**config.mk**
```make
export PLATFORM = sky130hd
export DESIGN_NAME = solo_squash_input_conditioner
export DESIGN_NICKNAME = d
export VERILOG_FILES = /design/src/rtl/solo_squash_input_conditioner_pkg.sv /design/src/rtl/solo_squash_debounce.sv /design/src/rtl/solo_squash_input_conditioner.sv
export SDC_FILE = /design/constraint.sdc
export NUM_CORES = 1
export LEC_CHECK = 0
export ABC_AREA = 1
export BUFFER_PORTS_ARGS = -buffer_cell sky130_fd_sc_hd__buf_2
export CORE_UTILIZATION = 56
export DETAILED_ROUTE_END_ITERATION = 16
export PLACE_DENSITY = 0.86
export SYNTH_ARGS = -nofsm -noshare
export SYNTH_HDL_FRONTEND = slang
export SYNTH_SLANG_ARGS = --single-unit
export TNS_END_PERCENT = 5
```
**constraint.sdc**
```tcl
create_clock -name clk -period 1.5 [get_ports clk]
set_input_delay 0.15 -clock clk [delete_from_list [all_inputs] [get_ports clk]]
set_output_delay 0.15 -clock clk [all_outputs]
set_load 0.01 [all_outputs]
```
**src/rtl/solo_squash_input_conditioner_pkg.sv**
```systemverilog
// Shared constants for the solo_squash input conditioner: button index map,
// default timing parameters and the debounce counter sizing helper.
`ifndef SOLO_SQUASH_DEFS_VH
`define SOLO_SQUASH_DEFS_VH
`define BTN_PAUSE    0
`define BTN_NEW_GAME 1
`define BTN_DOWN     2
`define BTN_UP       3
`define NUM_BTN      4
`endif

package solo_squash_input_conditioner_pkg;

  localparam int BTN_PAUSE    = `BTN_PAUSE;
  localparam int BTN_NEW_GAME = `BTN_NEW_GAME;
  localparam int BTN_DOWN     = `BTN_DOWN;
  localparam int BTN_UP       = `BTN_UP;
  localparam int BTN_COUNT    = `NUM_BTN;

  localparam int DEFAULT_SYNC_STAGES     = 2;
  localparam int DEFAULT_DEBOUNCE_CYCLES = 250000;

  // Counter must hold 0 .. DEBOUNCE_CYCLES-1; sized on DEBOUNCE_CYCLES+1 so
  // that DEBOUNCE_CYCLES=1 still yields a 1-bit counter.
  function automatic int cnt_width(input int cycles);
    return $clog2(cycles + 1);
  endfunction

endpackage

```
**src/rtl/solo_squash_debounce.sv**
```systemverilog
// Single-channel synchroniser plus debouncer with registered level and
// one-cycle fall/rise pulses on each accepted level change.
module solo_squash_debounce
  import solo_squash_input_conditioner_pkg::*;
#(
  parameter int SYNC_STAGES     = DEFAULT_SYNC_STAGES,
  parameter int DEBOUNCE_CYCLES = DEFAULT_DEBOUNCE_CYCLES,
  parameter bit RESET_VAL       = 1'b1,
  parameter bit FAST_FALL       = 1'b0
) (
  input  logic clk,
  input  logic reset,
  input  logic raw,
  output logic sync,
  output logic level,
  output logic fall_pulse,
  output logic rise_pulse
);

  localparam int CNT_W = cnt_width(DEBOUNCE_CYCLES);
  localparam logic [CNT_W-1:0] CNT_MAX = CNT_W'(DEBOUNCE_CYCLES - 1);

  logic [SYNC_STAGES-1:0] sync_reg;
  logic                   st_reg;
  logic                   st_next;
  logic [CNT_W-1:0]       cnt_reg;
  logic [CNT_W-1:0]       cnt_next;
  logic                   fall_reg;
  logic                   fall_next;
  logic                   rise_reg;
  logic                   rise_next;
  logic                   s;

  // Plain shift chain: nothing may sit between the metastability flops.
  always_ff @(posedge clk) begin
    if (reset) begin
      sync_reg <= {SYNC_STAGES{RESET_VAL}};
    end else begin
      sync_reg <= {sync_reg[SYNC_STAGES-2:0], raw};
    end
  end

  assign s = sync_reg[SYNC_STAGES-1];

  always_comb begin
    st_next   = st_reg;
    cnt_next  = '0;
    fall_next = 1'b0;
    rise_next = 1'b0;
    if (s != st_reg) begin
      // FAST_FALL channels accept a low immediately and only debounce the
      // return high, giving a sticky assert for reset-style inputs.
      if (FAST_FALL && !s) begin
        st_next   = 1'b0;
        fall_next = 1'b1;
      end else if (cnt_reg == CNT_MAX) begin
        st_next   = s;
        fall_next = !s;
        rise_next = s;
      end else begin
        cnt_next = cnt_reg + 1'b1;
      end
    end
  end

  always_ff @(posedge clk) begin
    if (reset) begin
      st_reg   <= RESET_VAL;
      cnt_reg  <= '0;
      fall_reg <= 1'b0;
      rise_reg <= 1'b0;
    end else begin
      st_reg   <= st_next;
      cnt_reg  <= cnt_next;
      fall_reg <= fall_next;
      rise_reg <= rise_next;
    end
  end

  assign sync       = s;
  assign level      = st_reg;
  assign fall_pulse = fall_reg;
  assign rise_pulse = rise_reg;

endmodule

```
**src/rtl/solo_squash_input_conditioner.sv**
```systemverilog
// Conditions the raw solo_squash GPIO inputs: debounced button levels with
// press/release pulses, and a registered fast-assert/slow-release ext_reset.
module solo_squash_input_conditioner
  import solo_squash_input_conditioner_pkg::*;
#(
  parameter int NUM_BTN         = BTN_COUNT,
  parameter int SYNC_STAGES     = DEFAULT_SYNC_STAGES,
  parameter int DEBOUNCE_CYCLES = DEFAULT_DEBOUNCE_CYCLES
) (
  input  logic               clk,
  input  logic               reset,
  input  logic [NUM_BTN-1:0] btn_n_raw,
  input  logic               ext_reset_n_raw,
  output logic [NUM_BTN-1:0] btn_n,
  output logic [NUM_BTN-1:0] btn_press,
  output logic [NUM_BTN-1:0] btn_release,
  output logic               ext_reset
);

  if (SYNC_STAGES < 2) begin : g_bad_sync
    $error("solo_squash_input_conditioner: SYNC_STAGES must be >= 2");
  end
  if (DEBOUNCE_CYCLES < 1) begin : g_bad_debounce
    $error("solo_squash_input_conditioner: DEBOUNCE_CYCLES must be >= 1");
  end

  logic [NUM_BTN-1:0] btn_sync_unused;
  logic [1:0]         ext_pulse_unused;
  logic               s_ext;
  logic               st_ext;
  logic               ext_reset_reg;

  for (genvar gi = 0; gi < NUM_BTN; gi++) begin : g_btn
    solo_squash_debounce #(
      .SYNC_STAGES    (SYNC_STAGES),
      .DEBOUNCE_CYCLES(DEBOUNCE_CYCLES),
      .RESET_VAL      (1'b1),
      .FAST_FALL      (1'b0)
    ) u_debounce (
      .clk       (clk),
      .reset     (reset),
      .raw       (btn_n_raw[gi]),
      .sync      (btn_sync_unused[gi]),
      .level     (btn_n[gi]),
      .fall_pulse(btn_press[gi]),
      .rise_pulse(btn_release[gi])
    );
  end

  // The ext channel resets to the asserted (low) state so ext_reset stays
  // high until a clean, debounced release is seen after reset.
  solo_squash_debounce #(
    .SYNC_STAGES    (SYNC_STAGES),
    .DEBOUNCE_CYCLES(DEBOUNCE_CYCLES),
    .RESET_VAL      (1'b0),
    .FAST_FALL      (1'b1)
  ) u_ext_debounce (
    .clk       (clk),
    .reset     (reset),
    .raw       (ext_reset_n_raw),
    .sync      (s_ext),
    .level     (st_ext),
    .fall_pulse(ext_pulse_unused[0]),
    .rise_pulse(ext_pulse_unused[1])
  );

  always_ff @(posedge clk) begin
    if (reset) begin
      ext_reset_reg <= 1'b1;
    end else begin
      ext_reset_reg <= ~s_ext | ~st_ext;
    end
  end

  assign ext_reset = ext_reset_reg;

endmodule

```
==> qor.csv, run 1 <==
metric,value,unit
grt_overflow_total,0,
critPathMaxFanout,5,
stdcell_count,1025,
via_per_inst,5.267,
endpoint_kind,flop,
timing.rr.start,g_btn[1].u_debounce.cnt_reg[1],
num_vias,5399,
largest_reg_flops,72,
area_growth,22.40,%
drv_slew,0,
dieArea,10440,µm²
setup_slack,-5.496,ps
period_share,100.4,%
die_w,102.2,µm
grt_usage,24.99,%
pre_cts_ws,-6.215,ps
antenna_cells,0,
drive_above_1_share,16.59,%
wl,13870,µm
dp_hpwl,7818,µm
synth_warnings,0,
synth_area_leader_cell,dfxtp_1,
place.gp.congestion,0.8890,
die_h,102.2,µm
synthCells,830,
p_leak,2.429,nW
rsz0062_at_grt,yes,
synth_cell_types,31,
final_nets,892,
yosysTopAreaCellShare,40.61,%
worst_slew_pin_slew,566.6,ps
peakVddDrop,0.0005769,V
p_total,7.653,mW
intPower,6.104,mW
holdPathStages,3,
dp_cells,978,
antenna_found_initial,0,
final_hold_viol_count,0,
grt_max_degree,19,
crit_required,1910,ps
final_antenna_net_count,0,
start_kind,flop,
final_cell_mix,"nand2_1, nor2_1, dfxtp_1",
numCtsBuffers,17,
clk-insertion-delay-late,530,ps
r2r_cells,8,
p_comb_share,1.4,%
hold_path_class,in2reg,
syn_avg_cell_area,6.770,µm²
p_switching,1.549,mW
syn_area,5619,µm²
core_area,9729,µm²
tns,-5.496,ps
clock_path_buffers,2,
ys_seq_area_share,40.61,%
maxCapViolations,0,
synthTopCellsByArea,"dfxtp_1, nand2_1, nor2_1, inv_1, nand3_1",
seqPwrFrac,39.9,%
htreeDepth,4,
pin_count,20,
slew_headroom,62.09,%
routedWlPerCell,13.53,µm
drtIter0Drc,275,
violations,setup timing,
grt_pass1_vias,4633,
drc_errors,0,
min_to,g_btn[2].u_debounce.sync_reg[0],
worstHoldStart,btn_n_raw[2],
clock-sinks,114,
rrSetupSlack,-5,ps
portBuffers,19,
grt_pass1_wl,20310,µm
num-fill-cells,696,
setup_violations,1,
fmax,664.2,MHz
dr.pass1.iters,7,
status,finished with violations,
switching_share,20.24,%
clk_root_buffer_cell,clkbuf_8,
start_util,57.75,%
utilization,70.69,%
clockPowerShare,58.7,%
min_period,1505,ps
clkTransAtPathRegs,60,ps
synth.net_count,843,
rows,36,
layout_commonest_cell,nand2_1,
worst_ep_arrival_time,1910,ps
r2r_end,g_btn[1].u_debounce.level,
skew,9.435,ps
synth.ff_latch_count,114,
cts_tree,built,
powerDensity,1113,nW/µm²
crit_type,reg2reg,
-- cells by family (layout without fill, tap and decap cells) --
logic type | Yosys count | count (layout) | share of synthesized area [%]
AOI/OAI and AO/OA | 60 | 60 | 5.990
DFF | 114 | 114 | 40.61
xor gates and xnor gates | 27 | 27 | 4.208
and+or+nand+nor | 514 | 516 | 38.94
adders and majority gates | 6 | 6 | 1.336
buffers and inverters | 109 | 169 | 8.907
-- critical path, stage by stage (launching register included) --
cell and delay (ps):
dfxtp_4 370, ha_4 150, nand2_4 60, nor2_4 170
nand2_2 100, nor2_4 150, nand2_4 110, a21oi_1 180
nand2_1 90
-- Yosys cell counts (all sizes together) --
cell and number:
a21oi 44, and2 2, buf 17, clkbuf 1, dfxtp 114, ha 6, inv 91, nand2 226
nand3 56, nand3b 4, nand4 13, nor2 187, nor3 5, o21ai 15, o21bai 1, or2 21
xnor2 14, xor2 13
-- per-stage QoR --
step | area [µm²] | hold WS (ps)
3_3_place_gp | 5864 | 333.8
6_report | 6878 | 349.5
5_1_grt | 6878 | 359.5
4_1_cts | 6595 | 347.1
3_5_place_dp | 5864 | 334.6
2_1_floorplan | 5619 | 253.8
-- how the worst max path moves through the flow --
stage                                         startpoint                         endpoint  cells past startpoint
after CTS                 g_btn[1].u_debounce.cnt_reg[1]   g_btn[1].u_debounce.cnt_reg[6]                      7
after detailed placement  g_btn[3].u_debounce.cnt_reg[1]  g_btn[3].u_debounce.cnt_reg[16]                      8
after global placement    g_btn[3].u_debounce.cnt_reg[1]  g_btn[3].u_debounce.cnt_reg[16]                      8
final                     g_btn[1].u_debounce.cnt_reg[1]        g_btn[1].u_debounce.level                      8
after global routing      g_btn[2].u_debounce.cnt_reg[7]  g_btn[2].u_debounce.cnt_reg[15]                      7
after floorplan           g_btn[0].u_debounce.cnt_reg[0]  g_btn[0].u_debounce.cnt_reg[10]                      7
-- power by group through the flow --
stage | Sequential (mW) | Combinational (mW) | Clock (mW)
finish | 3.05 | 0.108 | 4.49
global route | 3.05 | 0.118 | 4.66
CTS | 3.06 | 0.0957 | 4.49
detailed placement | 3.12 | 0.0811 | 0
global placement | 3.12 | 0.0791 | 0
floorplan | 3.12 | 0.0516 | 0
-- what timing repair did --
item,in CTS,in global routing
setup buffers,0,5
resized for setup,2,46
hold buffers,6,0
endpoints found under the hold margin,9,0
pin swaps,0,12
setup endpoints to repair,16,91
gates cloned,0,4
-- layer usage --
layer,vias up,global-route usage [%],share of wire (%),wire length [µm]
li1,2683,-,-,-
met1,2420,30.94,42,5829
met2,223,40.63,48,6638
met3,73,6.908,6.0,831
met4,0,11.10,4.1,569
met5,-,0,0,0
-- final cells by class --
class	count	area, µm²	share of cell area (%)
multi-input combinational	609	3027	44.01
sequential	114	2295	33.36
clock buffer	21	459.2	6.676
timing repair buffer	46	389.1	5.658
inverter	91	341.6	4.966
clock inverter	11	200.2	2.911
tap	133	166.4	2.420
Note: power is estimated with default switching activity, not from simulation.
==> inputs of run 2 (changes only) <==
- CORE_ASPECT_RATIO: default -> 1.4
- GPL_ROUTABILITY_DRIVEN: default -> 1
- SKIP_CTS_REPAIR_TIMING: default -> 1
==> run 2 against run 1 <==
Compared with the run above:
- the flow now finishes without violations
- critical path depth increased by 1
- cell count decreased by 0.78%
- sequential power about the same
- via count decreased by 4.2%
- die area about the same
- core utilization decreased by 1.1 points
==> qor.csv, run 2 (synthesis results as in run 1) <==
metric,value,unit,change
slew_headroom,66.65,%,+4.6 points
utilization,69.59,%,-1.1 points
routedWlPerCell,11.80,µm,-13%
crit_required,1800,ps,-110 ps
min_period,1478,ps,-27.77 ps
core_area,9617,µm²,-1.2%
die_h,120.5,µm,+18%
period_share,98.52,%,-1.9 points
clock_path_buffers,2,,unchanged
pre_cts_ws,43.24,ps,+49.46 ps
grt_overflow_total,0,,unchanged
regArea,2291,µm²,-0.16%
clk_root_buffer_cell,clkbuf_16,,
drv_slew,0,,unchanged
p_comb_share,1.3,%,about the same
dp_hpwl,8024,µm,+2.6%
drc_errors,0,,unchanged
peakVddDrop,0.0008005,V,+39%
powerDensity,1112,nW/µm²,about the same
hold_path_class,in2reg,,
multiInputGateArea,2973,µm²,-1.8%
grt_util_met2,44.64,%,+4.0 points
rows,42,,+17%
tns,0,ps,+5.496 ps
start_util,58.43,%,+0.68 points
clkTransAtPathRegs,50,ps,about the same
area_growth,19.10,%,
die_w,86.66,µm,-15%
antenna_cells,0,,unchanged
setup_violations,0,,-1
setup_slack,22.27,ps,+27.77 ps
p_switching,1.409,mW,-9.0%
critPathMaxFanout,16,,+11
num_vias,5171,,-4.2%
worst_slew_pin_slew,498.4,ps,-68.23 ps
rrSetupSlack,20,ps,+30 ps
pin_count,20,,unchanged
numCtsBuffers,17,,unchanged
rsz0062_at_grt,yes,,
switching_share,18.93,%,-1.3 points
place.gp.congestion,0.9107,,+2.4%
drtIter0Drc,290,,+5.5%
endpoint_kind,flop,,
final_nets,885,,-0.78%
r2r_end,g_btn[3].u_debounce.cnt_reg[0],,
clockPowerShare,57.6,%,-1.1 points
final_cell_mix,"nand2_1, nor2_1, dfxtp_1",,
clk-insertion-delay-late,420,ps,-110 ps
final_hold_viol_count,0,,unchanged
hold_ws,42.81,ps,-306.7 ps
fmax,676.7,MHz,+1.9%
setup.worst_path.end,g_btn[3].u_debounce.cnt_reg[0],,
via_per_inst,5.085,,-3.5%
htreeDepth,4,,unchanged
dp_cells,976,,-0.20%
dieArea,10440,µm²,about the same
p_leak,2.329,nW,-4.1%
status,finished clean,,
drive_above_1_share,15.03,%,-1.6 points
largest_reg_flops,72,,unchanged
p_total,7.445,mW,-2.7%
seqPwrFrac,41.1,%,+1.2 points
grt_pass1_vias,4865,,+5.0%
timing.rr.start,g_btn[3].u_debounce.cnt_reg[1],,
use_met1,24.46,%,-6.5 points
antenna_found_initial,0,,unchanged
portBuffers,19,,unchanged
startpoint,g_btn[3].u_debounce.cnt_reg[1],,
num-fill-cells,754,,+8.3%
dr.pass1.iters,7,,unchanged
start_kind,flop,,
cts_tree,built,,
r2r_cells,9,,+1
skew,4.859,ps,-4.576 ps
grt_max_degree,19,,unchanged
final_antenna_net_count,0,,unchanged
grt_pass1_wl,19670,µm,-3.1%
crit_type,reg2reg,,
met3_usage,6.143,%,-0.77 points
clock-sinks,114,,unchanged
intPower,6.036,mW,-1.1%
layout_commonest_cell,nand2_1,,
fin_area,6693,µm²,-2.7%
stdcell_count,1017,,-0.78%
busiest_layer,met2,,
worst_ep_arrival_time,1780,ps,-130 ps
post_dp_cell_area,5843,µm²,-0.36%
maxCapViolations,0,,unchanged
grt_usage,23.75,%,-1.2 points
wl,12010,µm,-13%
[run 2: cell type report]
class,count,area share (%)
Clock buffer,23,7.291
Clock inverter,9,2.262
Sequential cell,114,34.23
Tap cell,132,2.468
Inverter,91,5.104
Multi-Input combinational cell,609,44.42
Timing Repair Buffer,39,4.225
[run 2: critical path, stage by stage, from the launching register on]
cell and delay, ps:
dfxtp_2 340, ha_2 190, nand2_1 90, inv_1 100, nand2_2 80, nor2_1 100, nand2_1 100, o21ai_4 150
buf_12 160, nor2_1 50
[run 2: metal layers]
metal / vias up / part of all wire, % / wire length (µm)
met5: - / 0 / 0
met4: 0 / 2.2 / 259
met3: 28 / 4.1 / 491
met2: 131 / 53 / 6349
met1: 2354 / 41 / 4904
li1: 2658 / - / -
[run 2: worst min path at each step]
stage | startpoint | endpoint | slack, ps | cells past startpoint
final | reset | ext_reset | 40 | 3
after CTS | btn_n_raw[3] | g_btn[3].u_debounce.sync_reg[0] | -90 | 2
after floorplan | btn_n_raw[0] | g_btn[0].u_debounce.sync_reg[0] | 250 | 1
after detailed placement | btn_n_raw[3] | g_btn[3].u_debounce.sync_reg[0] | 340 | 2
after global placement | btn_n_raw[0] | g_btn[0].u_debounce.sync_reg[0] | 330 | 2
after global routing | reset | ext_reset | 70 | 3
[run 2: power by group through the flow]
stage	sequential (mW)	clock, mW	combinational (mW)
final	3.06	4.29	0.0965
after global routing	3.06	4.46	0.106
after CTS	3.06	4.34	0.0802
after detailed placement	3.12	0	0.0795
after global placement	3.12	0	0.0778
after floorplan	3.12	0	0.0516
